===== src/rtl/keypad_scan_ctrl.sv =====
// Column-scan controller for a 4x4 hex keypad: debounces the any-row indication,
// walks a one-hot column to locate the key, strobes its code, and waits for release.
module keypad_scan_ctrl #(
  parameter int DEBOUNCE_CYCLES = 4,
  parameter int SETTLE_CYCLES   = 4
) (
  input  logic       clock,
  input  logic       reset,
  input  logic       s_row,
  input  logic [3:0] row,
  output logic [3:0] col,
  output logic [3:0] code,
  output logic       key_valid,
  output logic       key_down
);

  typedef enum logic [2:0] {
    S_IDLE, S_DEB, S_SCAN0, S_SCAN1, S_SCAN2, S_SCAN3, S_HOLD
  } state_t;

  localparam logic [15:0] DEB_LAST = 16'(DEBOUNCE_CYCLES - 1);
  localparam logic [15:0] SET_LAST = 16'(SETTLE_CYCLES - 1);

  state_t      r_state, w_state_nxt;
  logic [15:0] r_cnt, w_cnt_nxt;
  logic [3:0]  r_row_q1, r_row_q2;
  logic [3:0]  r_col, w_col_nxt;
  logic [3:0]  r_code, w_code_nxt;
  logic        r_valid, r_down;
  logic [1:0]  w_j, w_row_idx;
  logic        w_hit;
  state_t      w_scan_next;

  // Row sync pipeline gives row_q; the settle window absorbs its latency.
  always_ff @(posedge clock or posedge reset) begin
    if (reset) begin
      r_row_q1 <= 4'h0;
      r_row_q2 <= 4'h0;
    end else begin
      r_row_q1 <= row;
      r_row_q2 <= r_row_q1;
    end
  end

  always_comb begin
    w_j         = 2'd0;
    w_scan_next = S_IDLE;
    case (r_state)
      S_SCAN0: begin w_j = 2'd0; w_scan_next = S_SCAN1; end
      S_SCAN1: begin w_j = 2'd1; w_scan_next = S_SCAN2; end
      S_SCAN2: begin w_j = 2'd2; w_scan_next = S_SCAN3; end
      S_SCAN3: begin w_j = 2'd3; w_scan_next = S_IDLE;  end
      default: begin w_j = 2'd0; w_scan_next = S_IDLE;  end
    endcase
  end

  // Lowest active row wins when several keys share the driven column.
  always_comb begin
    w_row_idx = 2'd3;
    if (r_row_q2[0])      w_row_idx = 2'd0;
    else if (r_row_q2[1]) w_row_idx = 2'd1;
    else if (r_row_q2[2]) w_row_idx = 2'd2;
  end

  assign w_hit = s_row && (r_row_q2 != 4'h0);

  always_comb begin
    w_state_nxt = r_state;
    w_cnt_nxt   = r_cnt;
    w_code_nxt  = r_code;
    case (r_state)
      S_IDLE: begin
        if (s_row) w_state_nxt = S_DEB;
      end
      S_DEB: begin
        if (!s_row)                w_state_nxt = S_IDLE;
        else if (r_cnt == DEB_LAST) w_state_nxt = S_SCAN0;
        else                       w_cnt_nxt   = r_cnt + 16'd1;
      end
      S_SCAN0, S_SCAN1, S_SCAN2, S_SCAN3: begin
        if (r_cnt == SET_LAST) begin
          if (w_hit) begin
            w_code_nxt  = {w_row_idx, w_j};
            w_state_nxt = S_HOLD;
          end else begin
            w_state_nxt = w_scan_next;
          end
        end else begin
          w_cnt_nxt = r_cnt + 16'd1;
        end
      end
      S_HOLD: begin
        // Release needs an unbroken run of low samples; any high restarts it.
        if (s_row)                  w_cnt_nxt   = 16'd0;
        else if (r_cnt == DEB_LAST) w_state_nxt = S_IDLE;
        else                        w_cnt_nxt   = r_cnt + 16'd1;
      end
      default: w_state_nxt = S_IDLE;
    endcase
    if (w_state_nxt != r_state) w_cnt_nxt = 16'd0;
  end

  // Column drive follows the next state so it is registered with it.
  always_comb begin
    w_col_nxt = 4'b1111;
    case (w_state_nxt)
      S_SCAN0: w_col_nxt = 4'b0001;
      S_SCAN1: w_col_nxt = 4'b0010;
      S_SCAN2: w_col_nxt = 4'b0100;
      S_SCAN3: w_col_nxt = 4'b1000;
      S_HOLD:  w_col_nxt = r_col;
      default: w_col_nxt = 4'b1111;
    endcase
  end

  always_ff @(posedge clock or posedge reset) begin
    if (reset) begin
      r_state <= S_IDLE;
      r_cnt   <= 16'd0;
      r_col   <= 4'b1111;
      r_code  <= 4'h0;
      r_valid <= 1'b0;
      r_down  <= 1'b0;
    end else begin
      r_state <= w_state_nxt;
      r_cnt   <= w_cnt_nxt;
      r_col   <= w_col_nxt;
      r_code  <= w_code_nxt;
      r_valid <= (w_state_nxt == S_HOLD) && (r_state != S_HOLD);
      r_down  <= (w_state_nxt == S_HOLD);
    end
  end

  assign col       = r_col;
  assign code      = r_code;
  assign key_valid = r_valid;
  assign key_down  = r_down;

endmodule


===== config.mk =====
export PLATFORM = sky130hd
export DESIGN_NAME = keypad_scan_ctrl
export DESIGN_NICKNAME = d
export VERILOG_FILES = /design/src/rtl/keypad_scan_ctrl.sv
export SDC_FILE = /design/constraint.sdc
export NUM_CORES = 1
export LEC_CHECK = 0
export CORE_MARGIN = 3
export CORE_UTILIZATION = 50
export CTS_BUF_LIST = sky130_fd_sc_hd__clkbuf_16
export DETAILED_ROUTE_END_ITERATION = 16
export GPL_TIMING_DRIVEN = 0
export PLACE_DENSITY = 0.71
export RECOVER_POWER = 50
export SLEW_MARGIN = 40
export SYNTH_ARGS = -nofsm -noshare
export SYNTH_HDL_FRONTEND = slang
export SYNTH_SLANG_ARGS = --single-unit

===== constraint.sdc =====
create_clock -name clock -period 5.75 [get_ports clock]
set_input_delay 1.725 -clock clock [delete_from_list [all_inputs] [get_ports clock]]
set_output_delay 1.725 -clock clock [all_outputs]
set_load 0.02 [all_outputs]

Yosys cells after proc, flatten, opt, wreduce, memory -nomap -nowiden
Cells that the tools add are included.
- output and inout bits: 10
- input port bits: 7
- word-level logic and storage cells: 51
- register bits: 37
- reductions and logical operators: 8
- add/sub/neg operators: 1
- mux-type cells: 19
- equality and inequality tests: 15
- operators by type and width (operator ; number):
    $mux W16 ; 4
    $pmux W16 S3 ; 1
    $mux W3 ; 7
    $pmux W4 S5 ; 1
    $eq A3 B3 Y1 const B ; 6
    $add A16 B1 Y16 const B ; 1
    $eq A16 B2 Y1 const B ; 1
    $eq A3 B2 Y1 const B ; 4
    $pmux W3 S4 ; 1
    $pmux W3 S3 ; 1
    $reduce_bool A4 Y1 ; 2
    $ne A3 B3 Y1 const B ; 2
    $pmux W2 S3 ; 1
    $mux W2 ; 2
    $reduce_or A4 Y1 ; 1
    $eq A3 B1 Y1 const B ; 1
    $logic_not A3 Y1 ; 1
    $ne A3 B3 Y1 ; 1
    $reduce_and A3 Y1 ; 1
    $logic_and A1 B1 Y1 ; 2
    $reduce_and A2 Y1 ; 1
    $mux W1 ; 1

Longest topological paths before layout
- depth in word-level cells: 8
- gate-level depth with buffers: 11
- depth with buffers taken out: 8

Least setup slack after synthesis
OpenSTA, ideal clock, no wires.
- path type: input port to flip-flop
- from: input s_row
- to: register r_cnt[10]
- data required time: 5.669 ns
- data arrival time: 3.035 ns
- path buffers: 3
- stages on the path: 8
- library setup time: 0.081 ns
- setup slack: 2.634 ns
- cell sequence: buf_2 -> o41ai_4 -> a31o_1 -> and3_1 -> buf_6 -> or2_1 -> buf_6 -> nor3_2
- longest elaborated chain between the ends: 7
- elaborated cells between the ends (all ways): 14
- those cells by class: eq/ne (2); mux (9); reduce/logical (3)
- ends and longest elaborated chain (element ; RTL line ; RTL):
    start: declaration ; 9 ; input logic s_row,
    $logic_and A1 B1 Y1 ; 65 ; assign w_hit = s_row && (r_row_q2 != 4'h0);
    $mux W3 ; 82 ; if (w_hit) begin
    $mux W3 ; 81 ; if (r_cnt == SET_LAST) begin
    $pmux W3 S4 ; 71 ; case (r_state)
    $ne A3 B3 Y1 ; 100 ; if (w_state_nxt != r_state) w_cnt_nxt = 16'd0;
    $ne A3 B3 Y1 (no line) / $reduce_bool A4 Y1 (equally long branches) ; n/a ;
    $reduce_and A2 Y1 (no line) ; n/a ;
    end signal: assignment ; 126 ; r_cnt <= w_cnt_nxt;
    end: declaration ; 25 ; logic [15:0] r_cnt, w_cnt_nxt;
Several ways; a longest one is shown, not always the timed one.
A chain may end at the register's enable or synchronous reset.

Worst setup path in the final report
- from: register r_col[2] (netlist: col[2])
- to: output col[2]
- RTL lines (element ; RTL line ; RTL):
    start: declaration ; 27 ; logic [3:0] r_col, w_col_nxt;
    start signal: assignment ; 127 ; r_col <= w_col_nxt;
    end: declaration ; 11 ; output logic [3:0] col,
No word-level cell between the ends.

==> impl_metrics.py <==
metrics = {
    "worst_setup_path": {
        "endpoint_kind": "output pin",
        "startpoint": "col[2]",
        "crit_arrival_ps": 1410,
        "cp-start-kind": "register",
        "crit_cells": 1,
        "cp-endpoint": "col[2]",
        "critPathMaxFanout": 2,
        "crit_buf_inv": 1,
        "worstSetupPathType": "reg -> out",
        "required_ps": 4030,
        "rr_endpoint": "r_cnt[12]",
        "critPathSlowestCell": "clkdlybuf4s50_1",
        "r2r_start": "r_state[1]",
        "reg2reg_slack_ps": 2960,
        "reg2reg_depth": 10,
        "slowest_delay_ps": 610,
        "path_cells": "clkdlybuf4s50_1",
        "path_delay_family": "buffers and inverters",
    },
    "die": {
        "die_area_um2": 5090,
        "initial_core_util_pct": 52.7,
        "die_h_um": 71.4,
        "dieWidth_um": 71.4,
        "rows": 23,
        "placeableCoreArea_um2": 4060,
        "ios": 17,
    },
    "global_route": {
        "grt_max_degree": 38,
        "grt_pass1_vias": 1655,
        "overflow": 0,
        "grt_antenna_before_repair": 0,
        "track_usage_pct": 18.9,
        "grt_pass1_wl_um": 7690,
    },
    "clocking": {
        "insertion_delay_ps": 270,
        "clockBufferDepth": 2,
        "clock_sinks": 37,
        "cts_made_buffers": 5,
        "cts_setup_buffers": 0,
        "clkTransAtPathRegs_ps": 60,
        "cts_tree": "done",
        "htree_levels": 2,
        "clockRootBuffer": "clkbuf_16",
        "post_cts_resized": 0,
        "hold_buffers": 0,
    },
    "sta": {
        "skew_ps": 3.90,
        "tightestPinTransition_ps": 1610,
        "timing.final.crit_share_pct": 54.5,
        "finalHoldViolCount": 0,
        "rsz0062_at_grt": "false",
        "max_freq_mhz": 319,
        "final.setup.tns_ps": 0,
        "relSlewSlack_pct": -7.69,
        "slew_viol_final": 38,
        "hold-worst-slack_ps": 347,
        "period_needed_ps": 3130,
        "setup_violations": 0,
    },
    "yosys": {
        "ys_ff_latch": 37,
        "ys_warn_count": 0,
        "synth_compound_area_share_pct": 16.6,
        "synth_edf_count": 0,
        "ys_async_sr_fraction_pct": 100,
        "syn_area_um2": 2140,
        "synth_fa_ha_area_share_pct": 1.76,
        "synth_flop_cell": "dfrtp_1",
        "yosys-top-cells-area": "dfrtp_1 39%, nor3_2 5.2%, dfstp_2 4.9%",
        "synth_xor_area_share_pct": 4.51,
        "muxShareOfSynthArea_pct": 2.11,
        "synth_fp_nets": 214,
        "syn_inst": 204,
        "syn_avg_cell_area_um2": 10.5,
        "yosysSeqAreaShare_pct": 43.6,
        "synth_top_family_by_area": "simple AND/OR/NAND/NOR gates",
        "synth_cell_type_count": 61,
        "synth_top_area_cell": "dfrtp_1",
        "netlist.area_leader.share_pct": 38.6,
        "synthSimpleGateAreaFrac_pct": 27.3,
    },
    "detailed_routing": {
        "routed_wl_um": 4340,
        "drtAntennaViolNets": 0,
        "wl_per_cell_um": 15.7,
        "vias": 1622,
        "drt-initial-drc-count": 134,
        "post-route-drc-count": 0,
        "first_pass_iters": 4,
        "via_per_inst": 5.86,
    },
    "layout": {
        "final_cell_mix": "33 x dfrtp_1, 17 x nand2_1, 11 x nor2_1, 11 x nor3_2, 10 x clkdlybuf4s50_1",
        "final_nets": 236,
        "drive_above_1_share_pct": 20.7,
        "final_util_pct": 62.0,
        "areaGrowthSynthToFinish_pct": 17.8,
        "final_common_cell": "dfrtp_1",
        "diodes": 0,
    },
    "job": {
        "max_cap_violations": 1,
    },
    "pwr": {
        "p_leak_uw": 0.00101,
        "p_per_area_nw_per_um2": 250,
        "max-vdd-ir-drop_mv": 0.164,
    },
    "placed_design": {
        "gp_congestion": 0.890,
        "hpwlAfterDp_um": 3160,
        "io_buffers": 15,
    },
    "hold_path": {
        "hold_path_class": "reg -> reg",
    },
    "run_status": {
        "violations": "max-capacitance violations, max-slew violations",
        "status": "finished, violations left",
    },
}
## power by group
group	switching [uW]	internal, uW
logic	31.7	20.0
clock network	102	203
registers	5.56	268
total	140	491
## through the flow
stage / cells / setup slack (ps) / power (uW) / cell area (um^2)
finish: 277 / 2620 / 630 / 2520
global route: 277 / 2410 / 655 / 2520
CTS: 277 / 2610 / 636 / 2520
detailed placement: 269 / 2440 / 330 / 2350
global placement: 269 / 2430 / 329 / 2350
floorplan: 204 / 2630 / 314 / 2140
## layer usage
metal / GRT usage, % / wire [um] / share of wire [%]
met1: 23.3 / 1910 / 44
met2: 32.1 / 2230 / 51
met3: 3.93 / 142 / 3.3
met4: 7.52 / 56 / 1.3
met5: 0 / 0 / 0
## Yosys cell counts, types with 3 or more instances
cell	instances
nand4_1	4
a21oi_1	7
o31ai_1	3
o21ai_1	4
mux2i_1	3
dfstp_2	4
nor2_1	11
ha_1	3
buf_2	5
o22ai_1	3
a22oi_1	3
nand3_1	7
and3_1	6
inv_1	6
xnor2_1	5
o21ai_0	5
nor2b_1	5
nand2_1	17
xor2_1	6
nor3_2	11
nor3_1	7
dfrtp_1	33
buf_6	3
## final cells by class
class                   instances  area [um^2]
clock inverters                 3         41.3
well taps                      50         62.6
clock buffers                   5          125
repair buffers                 15          150
inverters                       7         27.5
fillers                       337         1540
plain buffers                   9         62.6
flip-flops and latches         37          931
multi-input cells             151         1120
## kinds of logic after synthesis
kind of cell | after synthesis
and+or+nand+nor | 89
DFF | 37
buffers and inverters | 16
adders and majority gates | 3
muxes | 4
xor gates and xnor gates | 11
AOI/OAI and AO/OA | 44
## flip-flops by register name, indices dropped and copies added (netlist names)
register	flops
code	4
col	4
key_down	1
key_valid	1
r_cnt	16
r_row_q1	4
r_row_q2	4
r_state	3
## worst min path at each step
stage                start     endpoint  slack (ps)  cells past startpoint
2_1_floorplan  r_row_q1[0]  r_row_q2[0]         330                      0
3_3_place_gp   r_row_q1[1]  r_row_q2[1]         340                      0
3_5_place_dp   r_row_q1[0]  r_row_q2[0]         340                      0
4_1_cts        r_row_q1[0]  r_row_q2[0]         350                      0
5_1_grt        r_row_q1[1]  r_row_q2[1]         350                      0
6_report       r_row_q1[0]  r_row_q2[0]         350                      0
No activity file was read; power rests on OpenSTA's default activity.
